**src/rtl/pulse_channel_if.sv**
```systemverilog
// Control and sample bus for the pulse_channel tone generator.
// The master drives note/timbre controls; the slave returns the sample and activity flag.
interface pulse_channel_if #(
    parameter int PHASE_W = 32,
    parameter int AMP_W   = 8,
    parameter int LEN_W   = 8
);
    logic               step_in;
    logic [PHASE_W-1:0] phase_incr_in;
    logic [1:0]         duty_in;
    logic [3:0]         volume_in;
    logic               trigger_in;
    logic [LEN_W-1:0]   length_in;
    logic               length_halt_in;
    logic [3:0]         env_period_in;
    logic [AMP_W-1:0]   amp_out;
    logic               active_out;

    modport master (
        output step_in, phase_incr_in, duty_in, volume_in, trigger_in,
        output length_in, length_halt_in, env_period_in,
        input  amp_out, active_out
    );

    modport slave (
        input  step_in, phase_incr_in, duty_in, volume_in, trigger_in,
        input  length_in, length_halt_in, env_period_in,
        output amp_out, active_out
    );
endinterface

```
**src/rtl/pulse_channel.sv**
```systemverilog
// Square-wave pulse channel: phase accumulator, duty shaping, note length counter.
// Define PULSE_ENVELOPE_EN to build in the per-note decay envelope.
module pulse_channel #(
    parameter int PHASE_W = 32,
    parameter int AMP_W   = 8,
    parameter int LEN_W   = 8
) (
    input logic            clk_in,
    input logic            rst_in,
    pulse_channel_if.slave bus
);

    typedef enum logic [0:0] {IDLE = 1'b0, PLAY = 1'b1} state_t;

    localparam logic [LEN_W-1:0] LEN_ONE = {{(LEN_W-1){1'b0}}, 1'b1};

    state_t             state_r, state_s;
    logic [PHASE_W-1:0] phase_r, phase_s;
    logic [PHASE_W:0]   sum_s;
    logic [LEN_W-1:0]   len_r, len_s;
    logic               advance_s;
    logic               wrap_s;
    logic               high_s;
    logic [3:0]         vol_eff_s;
    logic [AMP_W-1:0]   mag_s;
    logic [AMP_W-1:0]   amp_r, amp_s;

    function automatic logic duty_high(input logic [2:0] t, input logic [1:0] duty);
        logic h;
        case (duty)
            2'd0:    h = (t < 3'd1);
            2'd1:    h = (t < 3'd2);
            2'd2:    h = (t < 3'd4);
            2'd3:    h = (t < 3'd6);
            default: h = 1'b0;
        endcase
        return h;
    endfunction

    // Next-state logic: trigger restarts the note and always outranks a step.
    always_comb begin
        sum_s     = {1'b0, phase_r} + {1'b0, bus.phase_incr_in};
        advance_s = (state_r == PLAY) && bus.step_in && !bus.trigger_in;
        wrap_s    = advance_s && sum_s[PHASE_W];
        state_s   = state_r;
        phase_s   = phase_r;
        len_s     = len_r;
        if (bus.trigger_in) begin
            phase_s = '0;
            len_s   = bus.length_in;
            if ((bus.length_in == '0) && !bus.length_halt_in) begin
                state_s = IDLE;
            end else begin
                state_s = PLAY;
            end
        end else if (advance_s) begin
            phase_s = sum_s[PHASE_W-1:0];
            // A counter already at zero (halt released mid-note) stays put.
            if (wrap_s && !bus.length_halt_in && (len_r != '0)) begin
                len_s = len_r - LEN_ONE;
                if (len_r == LEN_ONE) begin
                    state_s = IDLE;
                end else begin
                    state_s = PLAY;
                end
            end else begin
                len_s = len_r;
            end
        end else begin
            phase_s = phase_r;
        end
    end

`ifdef PULSE_ENVELOPE_EN
    logic [3:0] env_lvl_r, env_lvl_s;
    logic [3:0] env_div_r, env_div_s;

    // Envelope: one level step down every env_period_in waveform wraps.
    always_comb begin
        env_lvl_s = env_lvl_r;
        env_div_s = env_div_r;
        if (bus.trigger_in) begin
            env_lvl_s = bus.volume_in;
            env_div_s = 4'd0;
        end else if (wrap_s && (bus.env_period_in != 4'd0)) begin
            if (({1'b0, env_div_r} + 5'd1) >= {1'b0, bus.env_period_in}) begin
                env_div_s = 4'd0;
                env_lvl_s = (env_lvl_r != 4'd0) ? (env_lvl_r - 4'd1) : 4'd0;
            end else begin
                env_div_s = env_div_r + 4'd1;
            end
        end else begin
            env_div_s = env_div_r;
        end
    end

    assign vol_eff_s = env_lvl_r;

    // Envelope registers.
    always_ff @(posedge clk_in) begin
        if (rst_in) begin
            env_lvl_r <= 4'd0;
            env_div_r <= 4'd0;
        end else begin
            env_lvl_r <= env_lvl_s;
            env_div_r <= env_div_s;
        end
    end
`else
    assign vol_eff_s = bus.volume_in;
`endif

    // Sample shaping from the current phase, so the output lags by one cycle.
    always_comb begin
        high_s = duty_high(phase_r[PHASE_W-1 -: 3], bus.duty_in);
        mag_s  = AMP_W'(vol_eff_s) << (AMP_W - 5);
        if (state_r == PLAY) begin
            amp_s = high_s ? mag_s : -mag_s;
        end else begin
            amp_s = '0;
        end
    end

    // State, phase, length and sample registers.
    always_ff @(posedge clk_in) begin
        if (rst_in) begin
            state_r <= IDLE;
            phase_r <= '0;
            len_r   <= '0;
            amp_r   <= '0;
        end else begin
            state_r <= state_s;
            phase_r <= phase_s;
            len_r   <= len_s;
            amp_r   <= amp_s;
        end
    end

    assign bus.amp_out    = amp_r;
    assign bus.active_out = (state_r == PLAY);

endmodule

```
**src/flat_wrapper.sv**
```systemverilog
// flat-port wrapper written by rule: the top's interface ports become plain ports
module pulse_channel_flat 
#(
    parameter int PHASE_W = 32,
    parameter int AMP_W   = 8,
    parameter int LEN_W   = 8
)
  (clk_in, rst_in, bus_step_in, bus_phase_incr_in, bus_duty_in, bus_volume_in, bus_trigger_in, bus_length_in, bus_length_halt_in, bus_env_period_in, bus_amp_out, bus_active_out);
  pulse_channel_if #(.PHASE_W(PHASE_W), .AMP_W(AMP_W), .LEN_W(LEN_W)) bus_i ();
  input logic clk_in;
  input logic rst_in;
  input wire logic [$bits(bus_i.step_in)-1:0] bus_step_in;
  input wire logic [$bits(bus_i.phase_incr_in)-1:0] bus_phase_incr_in;
  input wire logic [$bits(bus_i.duty_in)-1:0] bus_duty_in;
  input wire logic [$bits(bus_i.volume_in)-1:0] bus_volume_in;
  input wire logic [$bits(bus_i.trigger_in)-1:0] bus_trigger_in;
  input wire logic [$bits(bus_i.length_in)-1:0] bus_length_in;
  input wire logic [$bits(bus_i.length_halt_in)-1:0] bus_length_halt_in;
  input wire logic [$bits(bus_i.env_period_in)-1:0] bus_env_period_in;
  output wire logic [$bits(bus_i.amp_out)-1:0] bus_amp_out;
  output wire logic [$bits(bus_i.active_out)-1:0] bus_active_out;
  assign bus_i.step_in = bus_step_in;
  assign bus_i.phase_incr_in = bus_phase_incr_in;
  assign bus_i.duty_in = bus_duty_in;
  assign bus_i.volume_in = bus_volume_in;
  assign bus_i.trigger_in = bus_trigger_in;
  assign bus_i.length_in = bus_length_in;
  assign bus_i.length_halt_in = bus_length_halt_in;
  assign bus_i.env_period_in = bus_env_period_in;
  assign bus_amp_out = bus_i.amp_out;
  assign bus_active_out = bus_i.active_out;
  pulse_channel #(.PHASE_W(PHASE_W), .AMP_W(AMP_W), .LEN_W(LEN_W)) u_core (.clk_in(clk_in), .rst_in(rst_in), .bus(bus_i));
endmodule
```
**config.mk**
```make
export PLATFORM = sky130hd
export DESIGN_NAME = pulse_channel_flat
export DESIGN_NICKNAME = d
export VERILOG_FILES = /design/src/rtl/pulse_channel_if.sv /design/src/rtl/pulse_channel.sv /design/src/flat_wrapper.sv
export SDC_FILE = /design/constraint.sdc
export NUM_CORES = 1
export LEC_CHECK = 0
export CORE_MARGIN = 2
export CORE_UTILIZATION = 30
export DETAILED_ROUTE_END_ITERATION = 16
export GPL_ROUTABILITY_DRIVEN = 1
export PLACE_DENSITY_LB_ADDON = 0.25
export SKIP_LAST_GASP = 1
export SYNTH_ARGS = -nofsm -noshare
export SYNTH_HDL_FRONTEND = slang
export SYNTH_SLANG_ARGS = --single-unit
```
**constraint.sdc**
```tcl
create_clock -name clk_in -period 3.47 [get_ports clk_in]
set_input_delay 0.694 -clock clk_in [delete_from_list [all_inputs] [get_ports clk_in]]
set_output_delay 0.694 -clock clk_in [all_outputs]
set_load 0.01 [all_outputs]
```
==> results.py <==
metrics = {
    "clock_tree": {
        "cts-root-buf": "clkbuf_16",
        "cts_buffers": 5,
        "clkTransAtPathRegs_ns": 0.07,
        "cts.htree.levels": 2,
        "cts_tree": "done",
        "insertion_delay_ns": 0.29,
        "clkSinkCount": 46,
        "hold_buffers": 0,
        "cts_buffer_depth": 2,
    },
    "worst_setup_path": {
        "criticalPathCategory": "in2reg",
        "cp.required_ns": 3.67,
        "crit_path_end_kind": "register",
        "cpMaxStageDelayCell": "or4_1",
        "worst-r2r-setup-slack_ns": 0.68,
        "crit_chain": "clkdlybuf4s50_1 -> ha_2 -> fa_2 -> a21oi_1 -> nand4b_4 -> a21boi_2 -> o211ai_2 -> a31o_1 -> a211o_4 -> or4_1 -> a311oi_2",
        "crit_path_max_incr_delay_ns": 0.49,
        "crit_arrival_ns": 3.52,
        "cp-start-kind": "primary input",
        "crit_buf_inv": 1,
        "critPathMaxFanout": 7,
        "critPathTopFamily": "compound AO/OA/AOI/OAI gates",
    },
    "global_route": {
        "grt_pass1_vias": 3659,
        "antenna_found_initial": 0,
        "grt.total_usage_pct": 15.7,
        "grt_pass1_wl_mm": 16.7,
        "overflow": 0,
        "grt_max_degree": 36,
    },
    "logic_synthesis": {
        "ys_types": 58,
        "yosysTopAreaCellShare_pct": 26.0,
        "yosysWarnings": 0,
        "synth_enable_flop_cells": 0,
        "seq_area_frac_synth_pct": 26.0,
        "ys_top_cells_by_area": "dfxtp_1 26%, ha_1 13%, a21oi_1 8.2%, nand2_1 7.1%, nor2_1 4.0%",
        "syn-cell-area_sq_um": 3550,
        "synthArstFlopShare_pct": 0,
        "synth_ff_type": "dfxtp_1",
        "postSynthAreaPerCell_sq_um": 7.66,
        "yosys_register_bits": 46,
        "synth_top_area_cell": "dfxtp_1",
        "synth_cells": 463,
    },
    "final_layout": {
        "syn_to_final_growth_pct": 39.0,
        "final_util_pct": 43.0,
        "layout_common_cells": "67 x nand2_1, 64 x buf_4, 58 x a21oi_1, 56 x clkdlybuf4s50_1, 46 x dfxtp_1",
        "nNetsFinal": 668,
        "fin_area_sq_um": 4930,
        "n_antenna_cell": 0,
        "final_common_cell": "nand2_1",
        "final_layout_size_suffix_gt1_share_pct": 15.1,
        "stdcell_count": 720,
    },
    "timing": {
        "worst_slew_pin_slew_ns": 0.595,
        "hold_viol_final": 0,
        "slew_violations": 0,
        "period_share_pct": 95.5,
        "finalSetupViolations": 0,
        "min_period_ns": 3.32,
        "fin_skew_ns": 0.00632,
        "slew_headroom_pct": 60.0,
        "worst_hold_slack_ns": 0.452,
        "max_freq_mhz": 302,
    },
    "power_and_ir_drop": {
        "p_seq_share_pct": 37.0,
        "switching_power_w": 0.000377,
        "pwr-share-comb_pct": 20.6,
        "ir_drop_v": 0.000328,
        "p_leak_nw": 2.08,
        "switching_share_pct": 25.2,
        "power_density_nw_per_um2": 303,
        "internal_power_w": 0.00112,
        "p_clk_share_pct": 42.3,
    },
    "run": {
        "drv_cap": 0,
    },
    "run_status": {
        "status": "complete, no violations",
    },
    "min_path": {
        "hp-class": "reg2reg",
    },
    "routing": {
        "drt_iter0_drc": 133,
        "drtPass1Iterations": 6,
        "remaining_drc_errors": 0,
        "avgRoutedWirePerCell_microns": 13.7,
        "ant_nets": 0,
        "drt-total-wl_mm": 9.83,
        "routed_via_density": 5.17,
        "vias": 3720,
    },
    "placement": {
        "portBuffers": 56,
        "dpl-instance-area_sq_um": 4680,
        "place.gp.congestion": 0.853,
        "placedCellCount": 710,
        "dpl.hpwl_mm": 7.61,
    },
    "floorplanning": {
        "fp.dieArea_sq_um": 12700,
        "die_h_microns": 113,
        "start_util_pct": 30.9,
        "rows": 39,
        "core_sq_um": 11500,
        "fp.dieW_microns": 113,
        "io_pins": 64,
    },
}
==> per-layer routing <==
metal	wire length (microns)	vias up	GRT usage [%]
li1	-	1930	-
met5	0	-	0
met3	248	6	2.30
met1	4830	1742	21.3
met4	97	0	3.74
met2	4650	42	26.5
==> cell type report <==
type,instances,area [sq um]
Multi-Input combinational cell,387,2540
Sequential cell,46,921
Fill cell,1158,6540
Timing Repair Buffer,120,1040
Tap cell,143,179
Clock inverter,3,68.8
Inverter,16,60.1
Clock buffer,5,125
==> worst paths after layout <==
kind                                            from                 end  cells after the start
worst min register to register    u_core.phase_r[16]  u_core.phase_r[16]                      2
worst max register to register     u_core.phase_r[0]     u_core.len_r[6]                     10
worst max-delay path            bus_phase_incr_in[0]     u_core.len_r[6]                     11
worst min-delay path              u_core.phase_r[16]  u_core.phase_r[16]                      2
==> registers in the layout, summed over array words and instances (netlist names) <==
register / cells
u_core.phase_r: 32
u_core.len_r: 8
u_core.bus.amp_out: 5
u_core.bus.active_out: 1
==> kinds of logic after synthesis <==
kind of cell             synth area share [%]
AND/OR/NAND/NOR                          24.1
AO/OA/AOI/OAI                            28.7
flip-flops                               26.0
adder cells (fa/ha/maj)                  13.3
buffers and inverters                    3.91
XOR/XNOR                                 3.95
other                                   0.106
==> worst min-delay path, delay by kind of cell, from the launching register on <==
kind / cells / cell delay (ns)
AO/OA/AOI/OAI: 1 / 0.05
AND/OR/NAND/NOR: 1 / 0.05
flip-flops: 1 / 0.31
==> cells in the mapped netlist (all sizes together) (2+ instances only) <==
| cell | number |
|---|---|
| a31o | 2 |
| or3 | 7 |
| buf | 5 |
| xor2 | 5 |
| or4 | 6 |
| a311oi | 8 |
| a21o | 18 |
| and3 | 6 |
| and2 | 6 |
| o31a | 3 |
| nor2b | 4 |
| a31oi | 5 |
| nor3 | 7 |
| inv | 15 |
| nor4 | 5 |
| xnor2 | 11 |
| o21ai | 17 |
| ha | 36 |
| dfxtp | 46 |
| nor3b | 2 |
| a22o | 4 |
| o211ai | 8 |
| o31ai | 6 |
| nand3b | 7 |
| a2111oi | 2 |
| o221ai | 3 |
| o21a | 3 |
| nand4 | 3 |
| a211oi | 9 |
| nor2 | 38 |
| nand2 | 68 |
| a21oi | 58 |
| nand3 | 13 |
| clkbuf | 11 |
| a21boi | 2 |
==> through the flow <==
step	setup slack, ns	TNS (ns)	total power (W)
3_3_place_gp	-0.216	-1.18	0.000865
2_1_floorplan	0.460	0	0.000723
4_1_cts	0.00494	0	0.00151
6_report	0.154	0	0.00149
5_1_grt	-0.0101	-0.0101	0.00158
3_5_place_dp	-0.294	-1.69	0.000870
==> power by group through the flow <==
stage / combinational [W] / clock, W / sequential [W]
3_3_place_gp: 0.000300 / 0 / 0.000565
2_1_floorplan: 0.000159 / 0 / 0.000564
4_1_cts: 0.000306 / 0.000652 / 0.000553
3_5_place_dp: 0.000304 / 0 / 0.000566
6_report: 0.000308 / 0.000633 / 0.000554
5_1_grt: 0.000343 / 0.000681 / 0.000555
==> what timing repair did <==
item | 4_1_cts | 5_1_grt
buffers inserted | 0 | 2
resized for setup | 1 | 8
pin swaps | 0 | 9
setup endpoints to repair | 3 | 6
Note: power is estimated with default switching activity, not from simulation.
